==> src/rtl/vga_pkg.sv <==
// Shared types and default 640x480@60 timing for the VGA rectangle renderer.
package vga_pkg;
  typedef struct packed {
    logic [7:0] r;
    logic [7:0] g;
    logic [7:0] b;
  } rgb_t;

  localparam int H_ACTIVE_D = 640;
  localparam int H_FP_D     = 16;
  localparam int H_SYNC_D   = 96;
  localparam int H_BP_D     = 48;
  localparam int V_ACTIVE_D = 480;
  localparam int V_FP_D     = 10;
  localparam int V_SYNC_D   = 2;
  localparam int V_BP_D     = 33;
  localparam int COORD_W_D  = 11;
  localparam int BLINK_BIT  = 5;
endpackage

==> src/rtl/vga_timing.sv <==
// Pixel-enable divider, h/v raster counters, raw active-low syncs, visible flag
// and last-pixel-of-frame strobe.
module vga_timing
  import vga_pkg::*;
#(
  parameter int H_ACTIVE = H_ACTIVE_D,
  parameter int H_FP     = H_FP_D,
  parameter int H_SYNC   = H_SYNC_D,
  parameter int H_BP     = H_BP_D,
  parameter int V_ACTIVE = V_ACTIVE_D,
  parameter int V_FP     = V_FP_D,
  parameter int V_SYNC   = V_SYNC_D,
  parameter int V_BP     = V_BP_D,
  parameter int COORD_W  = COORD_W_D
) (
  input  logic               CLOCK_50,
  input  logic               nReset,
  output logic               pix_en,
  output logic [COORD_W-1:0] h_cnt,
  output logic [COORD_W-1:0] v_cnt,
  output logic               hs_raw,
  output logic               vs_raw,
  output logic               visible,
  output logic               frame_end
);
  localparam logic [COORD_W-1:0] H_LAST   = COORD_W'(H_ACTIVE + H_FP + H_SYNC + H_BP - 1);
  localparam logic [COORD_W-1:0] V_LAST   = COORD_W'(V_ACTIVE + V_FP + V_SYNC + V_BP - 1);
  localparam logic [COORD_W-1:0] HS_START = COORD_W'(H_ACTIVE + H_FP);
  localparam logic [COORD_W-1:0] HS_END   = COORD_W'(H_ACTIVE + H_FP + H_SYNC - 1);
  localparam logic [COORD_W-1:0] VS_START = COORD_W'(V_ACTIVE + V_FP);
  localparam logic [COORD_W-1:0] VS_END   = COORD_W'(V_ACTIVE + V_FP + V_SYNC - 1);
  localparam logic [COORD_W-1:0] H_VIS    = COORD_W'(H_ACTIVE);
  localparam logic [COORD_W-1:0] V_VIS    = COORD_W'(V_ACTIVE);

  always_ff @(posedge CLOCK_50 or negedge nReset) begin
    if (!nReset) begin
      pix_en <= 1'b0;
      h_cnt  <= '0;
      v_cnt  <= '0;
    end else begin
      pix_en <= ~pix_en;
      if (pix_en) begin
        if (h_cnt == H_LAST) begin
          h_cnt <= '0;
          v_cnt <= (v_cnt == V_LAST) ? '0 : v_cnt + 1'b1;
        end else begin
          h_cnt <= h_cnt + 1'b1;
        end
      end
    end
  end

  assign hs_raw    = !(h_cnt >= HS_START && h_cnt <= HS_END);
  assign vs_raw    = !(v_cnt >= VS_START && v_cnt <= VS_END);
  assign visible   = (h_cnt < H_VIS) && (v_cnt < V_VIS);
  assign frame_end = (h_cnt == H_LAST) && (v_cnt == V_LAST);
endmodule

==> src/rtl/vga_rect_engine.sv <==
// VGA timing plus N prioritised rectangle overlay with per-frame shadowed inputs.
// Optional blink support is built when RECT_BLINK_EN is defined.
module vga_rect_engine
  import vga_pkg::*;
#(
  parameter int H_ACTIVE = H_ACTIVE_D,
  parameter int H_FP     = H_FP_D,
  parameter int H_SYNC   = H_SYNC_D,
  parameter int H_BP     = H_BP_D,
  parameter int V_ACTIVE = V_ACTIVE_D,
  parameter int V_FP     = V_FP_D,
  parameter int V_SYNC   = V_SYNC_D,
  parameter int V_BP     = V_BP_D,
  parameter int N_RECT   = 4,
  parameter int COORD_W  = COORD_W_D
) (
  input  logic                      CLOCK_50,
  input  logic                      nReset,
  input  logic [N_RECT*COORD_W-1:0] rect_x0,
  input  logic [N_RECT*COORD_W-1:0] rect_x1,
  input  logic [N_RECT*COORD_W-1:0] rect_y0,
  input  logic [N_RECT*COORD_W-1:0] rect_y1,
  input  logic [N_RECT*24-1:0]      rect_color,
  input  logic [N_RECT-1:0]         rect_en,
  input  logic [N_RECT-1:0]         rect_blink,
  input  logic [23:0]               bg_color,
  output logic [7:0]                VGA_R,
  output logic [7:0]                VGA_G,
  output logic [7:0]                VGA_B,
  output logic                      VGA_HS,
  output logic                      VGA_VS,
  output logic                      VGA_CLK,
  output logic                      VGA_BLANK_N,
  output logic                      frame_start
);
  logic               pix_en, hs_raw, vs_raw, visible, frame_end;
  logic [COORD_W-1:0] h_cnt, v_cnt;

  vga_timing #(
    .H_ACTIVE(H_ACTIVE), .H_FP(H_FP), .H_SYNC(H_SYNC), .H_BP(H_BP),
    .V_ACTIVE(V_ACTIVE), .V_FP(V_FP), .V_SYNC(V_SYNC), .V_BP(V_BP),
    .COORD_W(COORD_W)
  ) u_timing (
    .CLOCK_50(CLOCK_50), .nReset(nReset), .pix_en(pix_en),
    .h_cnt(h_cnt), .v_cnt(v_cnt), .hs_raw(hs_raw), .vs_raw(vs_raw),
    .visible(visible), .frame_end(frame_end)
  );

  logic [N_RECT-1:0][COORD_W-1:0] sx0, sx1, sy0, sy1;
  rgb_t [N_RECT-1:0]              scol;
  rgb_t                           sbg;
  logic [N_RECT-1:0]              sen, en_eff;
  logic                           loaded, load;

  // The very first pixel cycle after reset also loads, so a frame never renders stale zeros
  assign load        = pix_en && (frame_end || !loaded);
  assign frame_start = load;
  assign VGA_CLK     = pix_en;

  always_ff @(posedge CLOCK_50 or negedge nReset) begin
    if (!nReset) begin
      loaded <= 1'b0;
      sx0 <= '0; sx1 <= '0; sy0 <= '0; sy1 <= '0;
      scol <= '0; sbg <= '0; sen <= '0;
    end else if (load) begin
      loaded <= 1'b1;
      sx0 <= rect_x0; sx1 <= rect_x1; sy0 <= rect_y0; sy1 <= rect_y1;
      scol <= rect_color; sbg <= bg_color; sen <= rect_en;
    end
  end

`ifdef RECT_BLINK_EN
  logic [BLINK_BIT:0] frame_cnt;
  logic [N_RECT-1:0]  sblink;
  logic               blink_off;

  // Blink phase is shadowed with the rest, using the count of frames already started
  always_ff @(posedge CLOCK_50 or negedge nReset) begin
    if (!nReset) begin
      frame_cnt <= '0;
      sblink    <= '0;
      blink_off <= 1'b0;
    end else if (load) begin
      frame_cnt <= frame_cnt + 1'b1;
      sblink    <= rect_blink;
      blink_off <= frame_cnt[BLINK_BIT];
    end
  end
  assign en_eff = sen & ~(sblink & {N_RECT{blink_off}});
`else
  logic unused_blink;
  assign unused_blink = ^rect_blink;
  assign en_eff = sen;
`endif

  logic [N_RECT-1:0] hit_c, hit_q;
  logic              vis_q, hs_q, vs_q;
  rgb_t              pix_c, pix_q;

  for (genvar i = 0; i < N_RECT; i++) begin : g_hit
    assign hit_c[i] = en_eff[i] && (h_cnt >= sx0[i]) && (h_cnt <= sx1[i])
                                && (v_cnt >= sy0[i]) && (v_cnt <= sy1[i]);
  end

  // Lowest index wins: scan from the top so lower indices overwrite
  always_comb begin
    pix_c = sbg;
    for (int i = N_RECT - 1; i >= 0; i--)
      if (hit_q[i]) pix_c = scol[i];
    if (!vis_q) pix_c = '0;
  end

  always_ff @(posedge CLOCK_50 or negedge nReset) begin
    if (!nReset) begin
      hit_q       <= '0;
      vis_q       <= 1'b0;
      hs_q        <= 1'b1;
      vs_q        <= 1'b1;
      pix_q       <= '0;
      VGA_HS      <= 1'b1;
      VGA_VS      <= 1'b1;
      VGA_BLANK_N <= 1'b0;
    end else if (pix_en) begin
      hit_q       <= hit_c;
      vis_q       <= visible;
      hs_q        <= hs_raw;
      vs_q        <= vs_raw;
      pix_q       <= pix_c;
      VGA_HS      <= hs_q;
      VGA_VS      <= vs_q;
      VGA_BLANK_N <= vis_q;
    end
  end

  assign VGA_R = pix_q.r;
  assign VGA_G = pix_q.g;
  assign VGA_B = pix_q.b;
endmodule

==> config.mk <==
export PLATFORM = sky130hd
export DESIGN_NAME = vga_rect_engine
export DESIGN_NICKNAME = d
export VERILOG_FILES = /design/src/rtl/vga_pkg.sv /design/src/rtl/vga_timing.sv /design/src/rtl/vga_rect_engine.sv
export SDC_FILE = /design/constraint.sdc
export NUM_CORES = 1
export LEC_CHECK = 0
export BUFFER_PORTS_ARGS = -buffer_cell sky130_fd_sc_hd__buf_2
export CORE_UTILIZATION = 50
export DETAILED_ROUTE_END_ITERATION = 8
export PLACE_DENSITY = 0.69
export SLEW_MARGIN = 20
export SYNTH_ARGS = -nofsm -noshare
export SYNTH_HDL_FRONTEND = slang
export SYNTH_HIERARCHICAL = 1
export SYNTH_SLANG_ARGS = --single-unit
==> constraint.sdc <==
create_clock -name CLOCK_50 -period 3.4 [get_ports CLOCK_50]
set_input_delay 0.34 -clock CLOCK_50 [delete_from_list [all_inputs] [get_ports CLOCK_50]]
set_output_delay 0.34 -clock CLOCK_50 [all_outputs]
set_load 0.05 [all_outputs]
==> reports/metrics.sh, run 1 <==
OUTCOME='complete, no violations'
WORST_PATH_MAX_DELAY_CELL='dfrtp_1'
FINAL.MIN_CLOCK_PERIOD_PS=3010
YS.WARNINGS.COUNT=6
START_KIND='flop'
FLOORPLAN.DIE_AREA_MM2=0.0379
SYN_INST=1822
CLOCK_ROOT_BUFFER='clkbuf_16'
ROUTED_VIA_DENSITY=5.36
SETUP_TOTAL_NEGATIVE_SLACK_PS=0
PRE_CTS_SLACK_PS=748
FLOORPLAN.CORE_AREA_MM2=0.0366
DRT_ITER0_DRC=732
CRITICAL-PATH-TOP-DELAY-FAMILY='simple AND/OR/NAND/NOR gates'
SYNTHESIS.NETS=2309
NUMCLOCKSINKS=358
HOLDCRITPATHCLASS='in2reg'
FLOW.AREA_GROWTH_FROM_SYNTHESIS_PCT=25.6
GRT_OVERFLOW=0
DRIVE_ABOVE_1_SHARE_PCT=26.6
GRT_USAGE_PCT=26.6
PLACE.GP.CONGESTION=0.875
FIRST_GLOBAL_VIAS=15100
MAX_SLEW.WORST_PIN.SLEW_PS=863
CP_NUM_BUF_INV=3
P_CLK_SHARE_PCT=45.2
SYN-CELL-AREA_MM2=0.0186
SYNTH-SIMPLE-AREA-SHARE_PCT=9.59
MAX_STAGE_DELAY_PS=430
POSTSYNTH.ASYNCRESETSHARE_PCT=100
SETUP-VIOLATIONS-FINAL=0
MULTI_INPUT_COMB_AREA_MM2=0.00854
NNETSFINAL=2749
SYNTH_SEQ_AREA_SHARE_PCT=48.2
FLOORPLAN.ROWS=70
SYNTH_ADDER_AREA_SHARE_PCT=12.2
WIRE_LENGTH_OF_THE_FIRST_GLOBAL_ROUTING_PASS_UM=79800
CLOCK_TREE_FROM_TRITONCTS='done'
PORTBUFFERS=330
SYN-MEAN-INSTANCE-AREA_UM2=10.2
CLOCKBUFFERDEPTH=3
CLOCK_LATENCY_OF_THE_LATER_CLOCKED_REGISTER_IN_THE_WORST_SKEW_PAIR_PS=560
POST_SYNTH_NUM_CELL_TYPES=62
CTS_MAX_LEVEL=2
TIMING.CRITICAL_PATH.ARRIVAL_PS=2670
POST_CTS.REPAIR.SETUP_BUFFERS=0
SWITCHING_SHARE_PCT=23.8
CHIPHEIGHT_UM=195
DRC=0
FINAL.SETUP.WORST_SLACK_PS=393
POST_SYNTH_MUX_AREA_SHARE_PCT=11.7
YS_DOMINANT_REG_CELL='dfrtp_1'
ANTENNA_LEFT=0
VDD_DROP_MAX_uV=456
TOTALWIRELENGTH_UM=49900
SYNTH_COMPOUND_AREA_SHARE_PCT=12.1
INITIAL_UTILIZATION_PCT=50.8
FILLCELLCOUNT=2949
MOST-COMMON-LAYOUT-CELLS='dfrtp_1 (353), buf_2 (329), nand2_1 (236)'
SYNTH_TOP_FAMILY_BY_AREA='adder cells'
DP_HPWL_UM=35500
YS_FF_LATCH=358
TIMING.FINAL.CRIT_SHARE_PCT=88.5
GRT_ANTENNA_BEFORE_REPAIR=10
TIMING.CRITICAL_PATH.REQUIRED_PS=3060
COMBINATIONALPOWERSHARE_PCT=8.7
CLOCK-SKEW-FINAL_PS=23.4
INTERNAL_POWER_mW=7.49
WORST_SETUP_PATH_END_KIND='primary output'
SYNTH-EDFF-COUNT=0
FMAXACHIEVABLE_GHz=0.333
FINALHOLDVIOLCOUNT=0
POWER.SHARE.SEQUENTIAL_PCT=46.2
DIE-WIDTH_UM=195
LEAKAGE_nW=11.2
DESIGN.PORTCOUNT=335
LAYOUT_COMMONEST_CELL='dfrtp_1'
DETAILEDROUTE.FIRSTPASSITERATIONCOUNT=5
CELL_AREA_POWER_DENSITY_mW_PER_MM2=421
TIMING.CRITICAL_PATH.FANOUT_MAX=20
NUMBER_OF_MAXIMUM_CAPACITANCE_VIOLATIONS=0
DR_TOTAL_VIAS=14800
SYNTH_XOR_XNOR_AREA_SHARE_PCT=0.283
RSZ_0062_RAISED_AFTER_GLOBAL_ROUTING='false'
POWER_mW=9.83
SLEW-LIMIT-HEADROOM_PCT=42.5
FINISH.UTILIZATION_PCT=63.7
SWITCHING_POWER_mW=2.34
SEQCELLAREA_MM2=0.00896
CLK_PIN_SLEW_PS=60
GRT_START_MAX_NET_PINS=98
PATH_CELLS='ha_1 > and3_1 > nand4_1 > nor2_1 > inv_1 > a21boi_4 > buf_12 > buf_2'
CTS_BUFS_INSERTED=41
FINAL_MAX_SLEW_VIOL_COUNT=0
CRITICAL_PATH_CLASS='reg2out'
WL_PER_CELL_UM=18.0
## final timing paths
kind | start | to | slack [ps] | cells past startpoint
min in group asynchronous | nReset | sx0[4]$_DFFE_PN0P_ | 440 | 2
setup reg to reg | u_timing/h_cnt[0]$_DFFE_PN0P_ | sy1[0]$_DFFE_PN0P_ | 760 | 9
hold reg to reg | scol[3]$_DFFE_PN0P_ | scol[3]$_DFFE_PN0P_ | 510 | 1
max in group asynchronous | nReset | sy0[33]$_DFFE_PN0P_ | 2070 | 3
hold / removal | rect_y0[1] | sy0[1]$_DFFE_PN0P_ | 10 | 3
setup / recovery | u_timing/h_cnt[0]$_DFFE_PN0P_ | frame_start | 390 | 8
## worst register-to-register path, cell delays in order, from the launching register on
cell,delay (ps)
dfrtp_1,430
ha_1,240
and3_1,310
nand4_1,230
nor2_1,150
inv_1,80
a21boi_4,180
buf_4,180
buf_4,340
mux2_2,390
## cells in the mapped netlist, types with 3 or more instances
cell type    n  area, µm²
dfrtp_1    354       8860
nand2_1    237        890
o21ai_0    223       1120
inv_1      198        743
ha_1       181       2260
mux2_2     146       1640
a21oi_1     97        485
nor2_1      54        203
mux2i_1     53        531
buf_2       39        195
clkbuf_1    38        143
nand4_1     29        181
o22ai_1     24        150
nand3_1     23        115
a21o_1      13       97.6
a211oi_1    11       82.6
nor2b_1      8       50.1
nor3_1       7       35.0
and4_1       6       52.6
nand2b_1     6       37.5
nand3b_1     5       37.5
dfstp_2      4        105
nor4_1       4       25.0
xnor2_1      4       35.0
a31oi_1      3       18.8
a41oi_1      3       26.3
and3_1       3       18.8
o21a_1       3       22.5
or3_1        3       18.8
## per-stage QoR
step           hold WS (ps)  area (µm²)  cells
6_report               10.1       23300   2769
5_1_grt                1.92       23300   2766
4_1_cts             0.00860       23300   2763
3_5_place_dp            452       21000   2591
3_3_place_gp            451       21000   2591
2_1_floorplan          44.4       18600   1822
## metal layers
metal	wire [µm]	global-route usage [%]
met5	69	0
met1	22000	35.5
met3	3060	5.29
met4	1420	8.75
met2	23300	43.5
## timing repair
| action | CTS | global route |
|---|---|---|
| resized for setup | 0 | 0 |
| hold buffers | 96 | 0 |
| endpoints found under the hold margin | 183 | 0 |
## cell type report
| type | count | area share (%) |
|---|---|---|
| Timing Repair Buffer | 477 | 13.4 |
| Sequential cell | 358 | 38.4 |
| Tap cell | 468 | 2.51 |
| Clock inverter | 17 | 0.826 |
| Antenna cell | 6 | 0.0643 |
| Inverter | 198 | 3.18 |
| Multi-Input combinational cell | 1186 | 36.6 |
| Clock buffer | 59 | 4.99 |
## sequential cells by signal (all words and copies together), names as in the netlist, 4 cells and up
name / count
scol: 96
VGA_G: 8
sy0: 44
sx0: 44
u_timing/h_cnt: 11
VGA_B: 8
sy1: 44
u_timing/v_cnt: 11
sbg: 24
VGA_R: 8
en_eff: 4
hit_q: 4
sx1: 44
## power groups by stage
stage	Sequential [mW]	Combinational, mW	Clock (mW)
2_1_floorplan	4.64	0.321	0
3_3_place_gp	4.60	0.735	0
3_5_place_dp	4.61	0.767	0
4_1_cts	4.54	0.861	4.51
5_1_grt	4.56	0.958	4.69
6_report	4.54	0.853	4.44
## cell families after synthesis
kind of cell / count (synthesis)
AO/OA/AOI/OAI: 403
AND/OR/NAND/NOR: 397
adder cells (fa/ha/maj): 181
buffers and inverters: 278
XOR/XNOR: 6
multiplexers: 199
flip-flops: 358
(Power assumes the default switching activity.)
==> run 2: changes to the inputs <==
--- a/config.mk
+++ b/config.mk
@@ -5,10 +5,11 @@
 export SDC_FILE = /design/constraint.sdc
 export NUM_CORES = 1
 export LEC_CHECK = 0
+export ABC_AREA = 1
 export BUFFER_PORTS_ARGS = -buffer_cell sky130_fd_sc_hd__buf_2
 export CORE_UTILIZATION = 50
 export DETAILED_ROUTE_END_ITERATION = 8
-export PLACE_DENSITY = 0.69
+export PLACE_DENSITY = 0.68
 export SLEW_MARGIN = 20
 export SYNTH_ARGS = -nofsm -noshare
 export SYNTH_HDL_FRONTEND = slang
==> run 2 against run 1 <==
Cell count is 26% higher. Die area rose by 4.2%. Synthesized cell count grew 33%. Clock power up 4%. Clock skew is 5.1 ps higher. Sequential share of layout area down 2.4 points. Global-route usage rose by 1.1 points. Worst setup slack worse by 6.3 ps. Sequential power about the same. Non-clock buffer count rose by 86.
==> reports/metrics.sh, run 2 <==
OUTCOME='complete, no violations'
NNETSFINAL=3414
FLOORPLAN.DIE_AREA_MM2=0.0395
MAX_SLEW.WORST_PIN.SLEW_PS=984
POST_CTS.RESIZED_INSTANCES=0
DESIGN.PORTCOUNT=335
HOLDCRITSTARTPOINT='rect_y0[18]'
WIRE_LENGTH_OF_THE_FIRST_GLOBAL_ROUTING_PASS_UM=85900
FILLCELLCOUNT=3188
SETUP_TOTAL_NEGATIVE_SLACK_PS=0
CRITICAL_PATH_CLASS='reg2out'
REGMOSTFLOPS='scol'
FLOORPLAN.ROWS=71
FINALHOLDWORSTSLACK_PS=17.0
WORST_SETUP_PATH_END_KIND='primary output'
PLACE.GP.CONGESTION=0.879
POST_SYNTH_MUX_AREA_SHARE_PCT=0
ROUTED_VIA_DENSITY=5.02
INITIAL_UTILIZATION_PCT=51.1
SYN-MEAN-INSTANCE-AREA_UM2=8.01
SYNTHESIS.NETS=2906
CLOCK_ROOT_BUFFER='clkbuf_16'
YS_FF_LATCH=358
SYNTH_COMMON_CELLS='nand2_1 (811), dfrtp_1 (354), o21ai_1 (333)'
DR_TOTAL_VIAS=17400
PATH_CELLS='buf_4 > inv_1 > ha_1 > nand4_1 > nor2_1 > and3_1 > o21ai_4 > inv_8 > buf_2'
CLOCK_TREE_FROM_TRITONCTS='done'
DRIVE_ABOVE_1_SHARE_PCT=15.8
GRT_OVERFLOW=0
REG2REG_FROM='u_timing/v_cnt[1]$_DFFE_PN0P_'
LAYOUT_COMMONEST_CELL='nand2_1'
GRT_USAGE_PCT=27.7
MOST-COMMON-LAYOUT-CELLS='nand2_1 (811), dfrtp_1 (350), o21ai_1 (333)'
VDD_DROP_MAX_uV=446
TIMING.CRITICAL_PATH.ARRIVAL_PS=2670
SYNTH-SIMPLE-AREA-SHARE_PCT=20.5
FLOORPLAN.CORE_AREA_MM2=0.0379
DRT_ITER0_DRC=895
SYN_INST=2419
PORTBUFFERS=330
FINALHOLDVIOLCOUNT=0
HOLDCRITPATHCLASS='in2reg'
RSZ_0062_RAISED_AFTER_GLOBAL_ROUTING='false'
MAX_STAGE_DELAY_PS=360
WORST_PATH_MAX_DELAY_CELL='dfrtp_1'
TOTALWIRELENGTH_UM=54100
POSTSYNTH.ASYNCRESETSHARE_PCT=100
DRC=0
CTS_BUFS_INSERTED=41
MULTI_INPUT_COMB_AREA_MM2=0.00869
SYNTH_SEQ_AREA_SHARE_PCT=46.3
TIMING.CRITICAL_PATH.FROM='u_timing/v_cnt[1]$_DFFE_PN0P_'
TIMING.CRITICAL_PATH.REQUIRED_PS=3060
SYNTH_TOP_FAMILY_BY_AREA='simple AND/OR/NAND/NOR gates'
LEAKAGE_nW=12.8
POWER_mW=10.1
FMAXACHIEVABLE_GHz=0.332
SYNTH-EDFF-COUNT=0
CTS_MAX_LEVEL=2
DP_HPWL_UM=35500
FIRST_GLOBAL_VIAS=17000
YS.WARNINGS.COUNT=6
NETLIST.TOP_CELL.BY_AREA='dfrtp_1'
SYNTH.MOST_COMMON_CELL='nand2_1'
YS_DOMINANT_REG_CELL='dfrtp_1'
NUMCLOCKSINKS=358
CELL_AREA_POWER_DENSITY_mW_PER_MM2=405
CLOCKBUFFERDEPTH=3
GRT_START_MAX_NET_PINS=128
FLOW.AREA_GROWTH_FROM_SYNTHESIS_PCT=28.7
NUMBER_OF_MAXIMUM_CAPACITANCE_VIOLATIONS=0
SEQCELLAREA_MM2=0.00897
GRT_ANTENNA_BEFORE_REPAIR=4
CLK_PIN_SLEW_PS=60
WL_PER_CELL_UM=15.6
TIMING.CRITICAL_PATH.FANOUT_MAX=42
START_KIND='flop'
SYN-CELL-AREA_MM2=0.0194
FINAL_MAX_SLEW_VIOL_COUNT=0
SETUP-VIOLATIONS-FINAL=0
SYNTH_COMPOUND_AREA_SHARE_PCT=12.3
CHIPHEIGHT_UM=199
SYNTH_ADDER_AREA_SHARE_PCT=11.7
LARGEST_REG_FLOPS=96
ANTENNA_LEFT=0
NETLIST.AREA_LEADER.SHARE_PCT=45.7
CLOCK_LATENCY_OF_THE_LATER_CLOCKED_REGISTER_IN_THE_WORST_SKEW_PAIR_PS=560
TIMING.FINAL.CRIT_SHARE_PCT=88.6
POST_SYNTH_NUM_CELL_TYPES=35
CLOCK-SKEW-FINAL_PS=28.5
SYNTH.TOP_CELLS.BY_AREA='dfrtp_1 (46%), nand2_1 (16%), ha_1 (12%)'
SYNTH_XOR_XNOR_AREA_SHARE_PCT=0.362
SLEW-LIMIT-HEADROOM_PCT=34.4
DETAILEDROUTE.FIRSTPASSITERATIONCOUNT=5
FINAL.MIN_CLOCK_PERIOD_PS=3010
DIE-WIDTH_UM=199
run 2: changes by cell type in the layout (fill, tap and decap cells not counted), moves of 26 or more:
cell,previous run,this run
nand2_1,236,811
o21ai_1,1,333
o21ai_0,223,28
mux2_2,146,0
inv_1,198,307
dlygate4sd3_1,96,197
mux2i_1,53,0
nand3_1,23,49
run 2: cell type report:
| class | instances | area share, % |
|---|---|---|
| Antenna cell | 5 | 0.0502 |
| Clock buffer | 57 | 4.85 |
| Clock inverter | 19 | 0.828 |
| Inverter | 316 | 4.79 |
| Multi-Input combinational cell | 1647 | 34.9 |
| Sequential cell | 358 | 36.0 |
| Tap cell | 511 | 2.57 |
| Timing Repair Buffer | 563 | 16.1 |
run 2: worst paths after layout:
path,endpoint,slack (ps),depth (start not counted)
worst max-delay path,frame_start,390,9
worst min register to register,loaded$_DFFE_PN0P_,480,2
max in group asynchronous,scol[1]$_DFFE_PN0P_,2080,3
worst min-delay path,sy0[18]$_DFFE_PN0P_,20,3
worst max register to register,scol[40]$_DFFE_PN0P_,760,10
min in group asynchronous,sx1[38]$_DFFE_PN0P_,420,2
run 2: per-layer routing:
layer / global-route usage (%) / part of all wire, %
met1: 36.8 / 44
met2: 45.2 / 47
met3: 4.43 / 5.7
met4: 11.0 / 3.2
met5: 0 / 0
run 2: stage by stage:
stage	std cells	utilization [%]	setup WS, ps	instance area, µm²
floorplan	2419	-	1070	19400
global placement	3198	56.7	921	21500
detailed placement	3198	56.7	887	21500
CTS	3471	65.7	387	24900
global route	3475	65.7	292	24900
finish	3476	65.7	386	24900
run 2: cell families after synthesis:
group | after synthesis
simple gates | 992
flops | 358
compound gates | 466
xor+xnor | 8
fa+ha+maj | 181
buf+inv | 414
run 2: worst max-delay path: cells and delay by family, from the launching register on:
family	cells	cell delay [ps]
AO/OA/AOI/OAI	1	100
adder cells (fa/ha/maj)	1	170
buffers and inverters	4	860
flip-flops	1	360
AND/OR/NAND/NOR	3	580
run 2: what timing repair did:
| item | 4_1_cts | 5_1_grt |
|---|---|---|
| hold buffers | 197 | 0 |
| hold endpoints to repair | 282 | 0 |
| setup buffers | 0 | 0 |
run 2: where the power goes:
part           internal (mW)  switching (mW)
Clock                   2.79            1.82
Combinational          0.460           0.501
Sequential              4.46          0.0695
Total                   7.71            2.39
